==> src/rtl/and_or_arbiter.sv <==
// and_or_arbiter
//   Round-robin arbiter and sequencer sharing one combinational and_or unit
//   between two requesters. An accepted request registers its operands into
//   the unit's inputs (gnt pulse), captures the unit result one cycle later
//   (done pulse to the owner), then returns to IDLE. One operation per three
//   cycles; ties alternate starting with requester 0.
//
// Ports
//   clock, clear              : clock, asynchronous active-high reset
//   req0/a0/b0/sel0           : requester 0 request and operands
//   req1/a1/b1/sel1           : requester 1 request and operands
//   gnt0/gnt1                 : one-cycle accept pulses (operands sampled)
//   done0/done1               : one-cycle pulses, result_out valid for owner
//   result_out                : captured unit result, held until next capture
//   busy                      : high while in EXEC or RESP
//   alu_A/alu_B/alu_selection : registered inputs driven into the and_or unit
//   alu_result                : combinational result from the and_or unit
module and_or_arbiter #(
    parameter int unsigned WIDTH = 32
) (
    input  logic             clock,
    input  logic             clear,
    input  logic             req0,
    input  logic [WIDTH-1:0] a0,
    input  logic [WIDTH-1:0] b0,
    input  logic             sel0,
    input  logic             req1,
    input  logic [WIDTH-1:0] a1,
    input  logic [WIDTH-1:0] b1,
    input  logic             sel1,
    output logic             gnt0,
    output logic             gnt1,
    output logic             done0,
    output logic             done1,
    output logic [WIDTH-1:0] result_out,
    output logic             busy,
    output logic [WIDTH-1:0] alu_A,
    output logic [WIDTH-1:0] alu_B,
    output logic             alu_selection,
    input  logic [WIDTH-1:0] alu_result
);

    localparam logic [1:0] IDLE = 2'd0;
    localparam logic [1:0] EXEC = 2'd1;
    localparam logic [1:0] RESP = 2'd2;

    logic [1:0] state;
    logic       owner;       // 0 = requester 0 owns the in-flight op
    logic       last_grant;  // requester granted most recently
    logic       pick1;       // requester 1 wins arbitration this cycle
    logic       any_req;

    // Requester 1 wins when it is alone, or on a tie when 0 was served last.
    always_comb begin
        any_req = req0 | req1;
        pick1   = req1 & (~req0 | ~last_grant);
    end

    assign busy = (state == EXEC) || (state == RESP);

    always_ff @(posedge clock or posedge clear) begin
        if (clear) begin
            state         <= IDLE;
            owner         <= 1'b0;
            last_grant    <= 1'b1;
            gnt0          <= 1'b0;
            gnt1          <= 1'b0;
            done0         <= 1'b0;
            done1         <= 1'b0;
            result_out    <= '0;
            alu_A         <= '0;
            alu_B         <= '0;
            alu_selection <= 1'b0;
        end else begin
            case (state)
                IDLE: begin
                    if (any_req) begin
                        alu_A         <= pick1 ? a1 : a0;
                        alu_B         <= pick1 ? b1 : b0;
                        alu_selection <= pick1 ? sel1 : sel0;
                        owner         <= pick1;
                        last_grant    <= pick1;
                        gnt0          <= ~pick1;
                        gnt1          <= pick1;
                        state         <= EXEC;
                    end
                end
                EXEC: begin
                    result_out <= alu_result;
                    done0      <= ~owner;
                    done1      <= owner;
                    gnt0       <= 1'b0;
                    gnt1       <= 1'b0;
                    state      <= RESP;
                end
                RESP: begin
                    done0 <= 1'b0;
                    done1 <= 1'b0;
                    state <= IDLE;
                end
                default: begin
                    gnt0  <= 1'b0;
                    gnt1  <= 1'b0;
                    done0 <= 1'b0;
                    done1 <= 1'b0;
                    state <= IDLE;
                end
            endcase
        end
    end

endmodule

==> config.mk <==
export PLATFORM = sky130hd
export DESIGN_NAME = and_or_arbiter
export DESIGN_NICKNAME = d
export VERILOG_FILES = /design/src/rtl/and_or_arbiter.sv
export SDC_FILE = /design/constraint.sdc
export NUM_CORES = 1
export LEC_CHECK = 0
export CAP_MARGIN = 0
export CORE_ASPECT_RATIO = 0.7
export CORE_MARGIN = 1.5
export CORE_UTILIZATION = 38
export CTS_CLUSTER_DIAMETER = 200
export DETAILED_ROUTE_END_ITERATION = 12
export PLACE_DENSITY = 0.83
export SLEW_MARGIN = 5
export SYNTH_ARGS = -nofsm -noshare
export SYNTH_HDL_FRONTEND = slang
export SYNTH_SLANG_ARGS = --single-unit
==> constraint.sdc <==
create_clock -name clock -period 4.3 [get_ports clock]
set_clock_uncertainty 0.05 [all_clocks]
set_input_delay 0.645 -clock clock [delete_from_list [all_inputs] [get_ports clock]]
set_output_delay 0.645 -clock clock [all_outputs]
set_load 0.005 [all_outputs]
== Word-level counts from Yosys, hierarchy flattened ==
Cells that the tools add are included.
Word-level totals
  flip-flop bits (word level): 105
  input bits: 166
  output and inout port bits: 102
  word-level logic and storage cells: 37
Cells by class
  equal/unequal tests: 3
  multiplexer cells: 11
  bitwise operators: 8
  reduce and logical (&&, ||, !) cells: 4
Operator list (count)
  $mux W32: 2
  $pmux W1 S2: 4
  $not A1 Y1: 5
  $pmux W2 S2: 1
  $reduce_and A2 Y1: 2
  $mux W1: 3
  $eq A2 B1 Y1 const B: 1
  $eq A2 B2 Y1 const B: 1
  $logic_not A2 Y1: 1
  $mux W2: 1
  $ne A2 B2 Y1 const B: 1
  $or A1 B1 Y1: 2
  $and A1 B1 Y1: 1
  $logic_or A1 B1 Y1: 1

== Depth between registers and ports, before layout ==
  word-level depth: 6
  depth in mapped cells: 8
  mapped depth without buffers: 5

== Worst setup path after synthesis ==
No wires, ideal clock.
  path type: register to register
  from: reg state[0]
  to: reg state[0]
  setup time: 125 ps
  arrival time: 1428 ps
  required time: 4125 ps
  setup slack: 2697 ps
  stages on the path, launching flop included: 6
  path buffers: 1
  clock period less this slack: 1603 ps
  cell sequence: dfrtp_1 -> inv_1 -> ha_1 -> buf_2 -> nor3b_2 -> mux2_2
On the way
  longest elaborated chain between the ends: 2
  elaborated cells between the ends (all ways): 4
  those cells by class: eq/ne: 2; mux: 1; reduce/logical: 1
Ends and longest elaborated chain
  start, declared: line 47  | logic [1:0] state;
  start signal, assigned: line 63  | state <= IDLE;
  start signal, assigned: line 85  | state <= EXEC;
  start signal, assigned: line 94  | state <= RESP;
  $eq A2 B1 Y1 / $logic_not A2 Y1 (equally long branches): line 75  | case (state)
  $pmux W2 S2 / $ne A2 B2 Y1 (equally long branches)
Parallel ways exist; a longest one is shown, timed or not.
A chain may end at the register's enable or synchronous reset.

== Worst setup path after layout ==
  from: in req1
  to: reg alu_B[23]
On the way
  longest elaborated chain between the ends: 2
  elaborated cells between the ends (all ways): 4
  those cells by class: mux: 1; bitwise: 2; reduce/logical: 1
Ends and longest elaborated chain
  start, declared: line 27  | input logic req1,
  $and A1 B1 Y1 / $or A1 B1 Y1 (equally long branches): line 56, 55
  $mux W32 / $reduce_and A2 Y1 (equally long branches)
  end signal, assigned: line 79  | alu_B <= pick1 ? b1 : b0;
  end, declared: line 38  | output logic [WIDTH-1:0] alu_B,
Parallel ways exist; a longest one is shown, timed or not.

==> flow_metrics.tcl <==
set metrics [dict create \
    status "completed" \
    crit_arrival_ps 2850 \
    diodes 0 \
    seqPwrFrac_pct 35.6 \
    synth_async_sr_flop_share_pct 100 \
    synth_top_area_share_pct 57.7 \
    post_cts_buffers 0 \
    grt_max_degree 81 \
    required_ps 4500 \
    sw_frac_of_total_pct 33.3 \
    grt_overflow 0 \
    finalWorstSetupSlack_ps 1650 \
    grt_usage_pct 22.5 \
    dieWidth_um 133 \
    worst_path_most_repeated_cell "a21oi_1" \
    critPathCaptureType "flop" \
    routed-wl-met3_um 1270 \
    wl_met1_um 5690 \
    ff2ff_setup_slack_ps 1820 \
    r2r-start "state[0]" \
    p_switching_w 0.00167 \
    slew_violations 0 \
    postLayoutCoreUtil_pct 64.9 \
    crit_fanout 46 \
    synth_enable_flop_cells 0 \
    powerDensity_mw_per_mm2 662 \
    clock_sink_count 105 \
    syn-cell-area_mm2 0.00451 \
    die_h_um 94.2 \
    num_rows 33 \
    critical_path_class "in -> reg" \
    clkLatencyLatePin_ps 330 \
    synth_cell_type_count 19 \
    pin_count 268 \
    top_layer_used "met4" \
    start_util_pct 38.8 \
    hold_violations 0 \
    grt_pass1_vias 4431 \
    power_frac_clock_pct 14.8 \
    tightest_slew_ps 1120 \
    path_cells "clkdlybuf4s50_1 -> a21boi_4 -> buf_4 -> a21oi_1 -> a21oi_1" \
    pwr-share-comb_pct 49.6 \
    cts_inserted_buffers 9 \
    syn_avg_cell_area_um2 9.79 \
    holdBufCountCts 0 \
    layout-drive-gt1-share_pct 8.65 \
    ir_drop_mv 0.315 \
    grt_pass1_wl_um 22300 \
    htree_levels 3 \
    cpMaxStageDelayCell "clkdlybuf4s50_1" \
    yosysWarningCount 0 \
    final_common_cell "clkdlybuf4s50_1" \
    synth-seq-cells 105 \
    area_growth_pct 67.5 \
    power_w 0.00501 \
    hpwl_um 10400 \
    multi_input_area_mm2 0.00173 \
    vias 4414 \
    cts_resized 0 \
    cp_slowest_stage_delay_ps 640 \
    wirelength_um 14200 \
    antenna_found_initial 0 \
    first_pass_iters 4 \
    wl_met2_um 6940 \
    relSlewSlack_pct 24.9 \
    intPower_w 0.00334 \
    viasPerCell 5.05 \
    clk_path_buf_depth 2 \
    seqCellArea_mm2 0.00263 \
    gp_congestion 0.844 \
    fin_nets 884 \
    hp-class "reg -> reg" \
    p_leak_nw 3.14 \
    timing.fmax_mhz 377 \
    cts_tree "done" \
    mostFrequentLayoutCells "267 x clkdlybuf4s50_1, 131 x a21oi_1, 104 x dfrtp_1" \
    setup_violations 0 \
    fill_cells 949 \
    synth_nets 632 \
    fp.coreArea_mm2 0.0116 \
    rsz0062_at_grt "false" \
    drt-initial-drc-count 191 \
    fin_crit_ps 2650 \
    yosys-top-cells-area "dfrtp_1 58%, a21oi_1 15%, mux2_2 8.5%" \
    min-delay-start "owner" \
    synth.largest_area_cell "dfrtp_1" \
    r2r_cells 6 \
    synth_flop_cell "dfrtp_1" \
    crit_path_start "req1" \
    endpoint "alu_B[23]" \
    hold_slack_ps 406 \
    setup_tns_ps 0 \
    clk_pin_slew_ps 70 \
    ys_seq_area_share_pct 58.2 \
    root_buffer "clkbuf_16" \
    wl_per_cell_um 16.2 \
    synthCells 461 \
    dieArea_mm2 0.0126 \
    reg2reg_to "alu_A[16]" \
    portBuffers 267 \
    pre_cts_ws_ps 1300 \
    cp-start-kind "input port" \
    maxCapViolations 0 \
    ant_nets 0 \
    drc_errors 0 \
    period_share_pct 61.7 \
]
==> synthesized netlist by cell type, types with 2 or more instances <==
cell type,instances
o21ai_0,6
nor2_1,65
inv_1,4
a21oi_1,131
dfrtp_1,104
mux2_2,34
o31ai_1,2
buf_2,22
ha_1,5
nand2_1,70
clkbuf_1,8
buf_4,3
==> power by group through the flow <==
stage / Combinational (W) / Sequential (W) / Clock [W]
5_1_grt: 0.00271 / 0.00184 / 0.000807
3_5_place_dp: 0.00251 / 0.00179 / 0
4_1_cts: 0.00252 / 0.00178 / 0.000763
3_3_place_gp: 0.00241 / 0.00176 / 0
6_report: 0.00248 / 0.00178 / 0.000741
2_1_floorplan: 0.00105 / 0.00180 / 0
==> logic make-up (layout without fill, tap and decap cells) <==
| family | Yosys count | after routing | share of synthesized area, % |
|---|---|---|---|
| AO/OA/AOI/OAI | 143 | 143 | 16.3 |
| AND/OR/NAND/NOR | 137 | 137 | 11.6 |
| flip-flops | 105 | 105 | 58.2 |
| buffers and inverters | 37 | 293 | 3.94 |
| multiplexers | 34 | 34 | 8.48 |
| adder cells (fa/ha/maj) | 5 | 5 | 1.39 |
==> routing by layer <==
layer,GRT usage [%],up-vias
met3,7.61,26
li1,-,2053
met2,39.3,209
met4,6.97,0
met5,0,-
met1,26.2,2126
==> critical path: cells and delay by family <==
family / cells / cell delay (ps)
buffers and inverters: 2 / 1180
AO/OA/AOI/OAI: 3 / 990
==> layout make-up <==
| type | count | share of cell area (%) |
|---|---|---|
| Timing Repair Buffer | 274 | 36.1 |
| Sequential cell | 105 | 34.8 |
| Multi-Input combinational cell | 319 | 22.8 |
| Clock buffer | 10 | 3.03 |
| Tap cell | 157 | 2.60 |
| Clock inverter | 5 | 0.447 |
| Inverter | 4 | 0.232 |
==> how the worst min path moves through the flow <==
stage / to / cells past startpoint
floorplan: done0 / 1
global placement: done0 / 1
detailed placement: done0 / 1
CTS: done0 / 1
global route: done0 / 1
finish: done0 / 1
==> flip-flops by register name, indices dropped and copies added, names as in the netlist <==
| register | cells |
|---|---|
| state | 2 |
| alu_B | 32 |
| alu_selection | 1 |
| gnt0 | 1 |
| last_grant | 1 |
| alu_A | 32 |
| owner | 1 |
| done0 | 1 |
| done1 | 1 |
| gnt1 | 1 |
| result_out | 32 |
==> through the flow <==
stage                     instance area [um2]  instances
after floorplan                          4510        461
after global placement                   7290        859
after detailed placement                 7290        859
after CTS                                7560        874
after global routing                     7560        874
final                                    7560        874
Power figures use the tool's default switching activity.
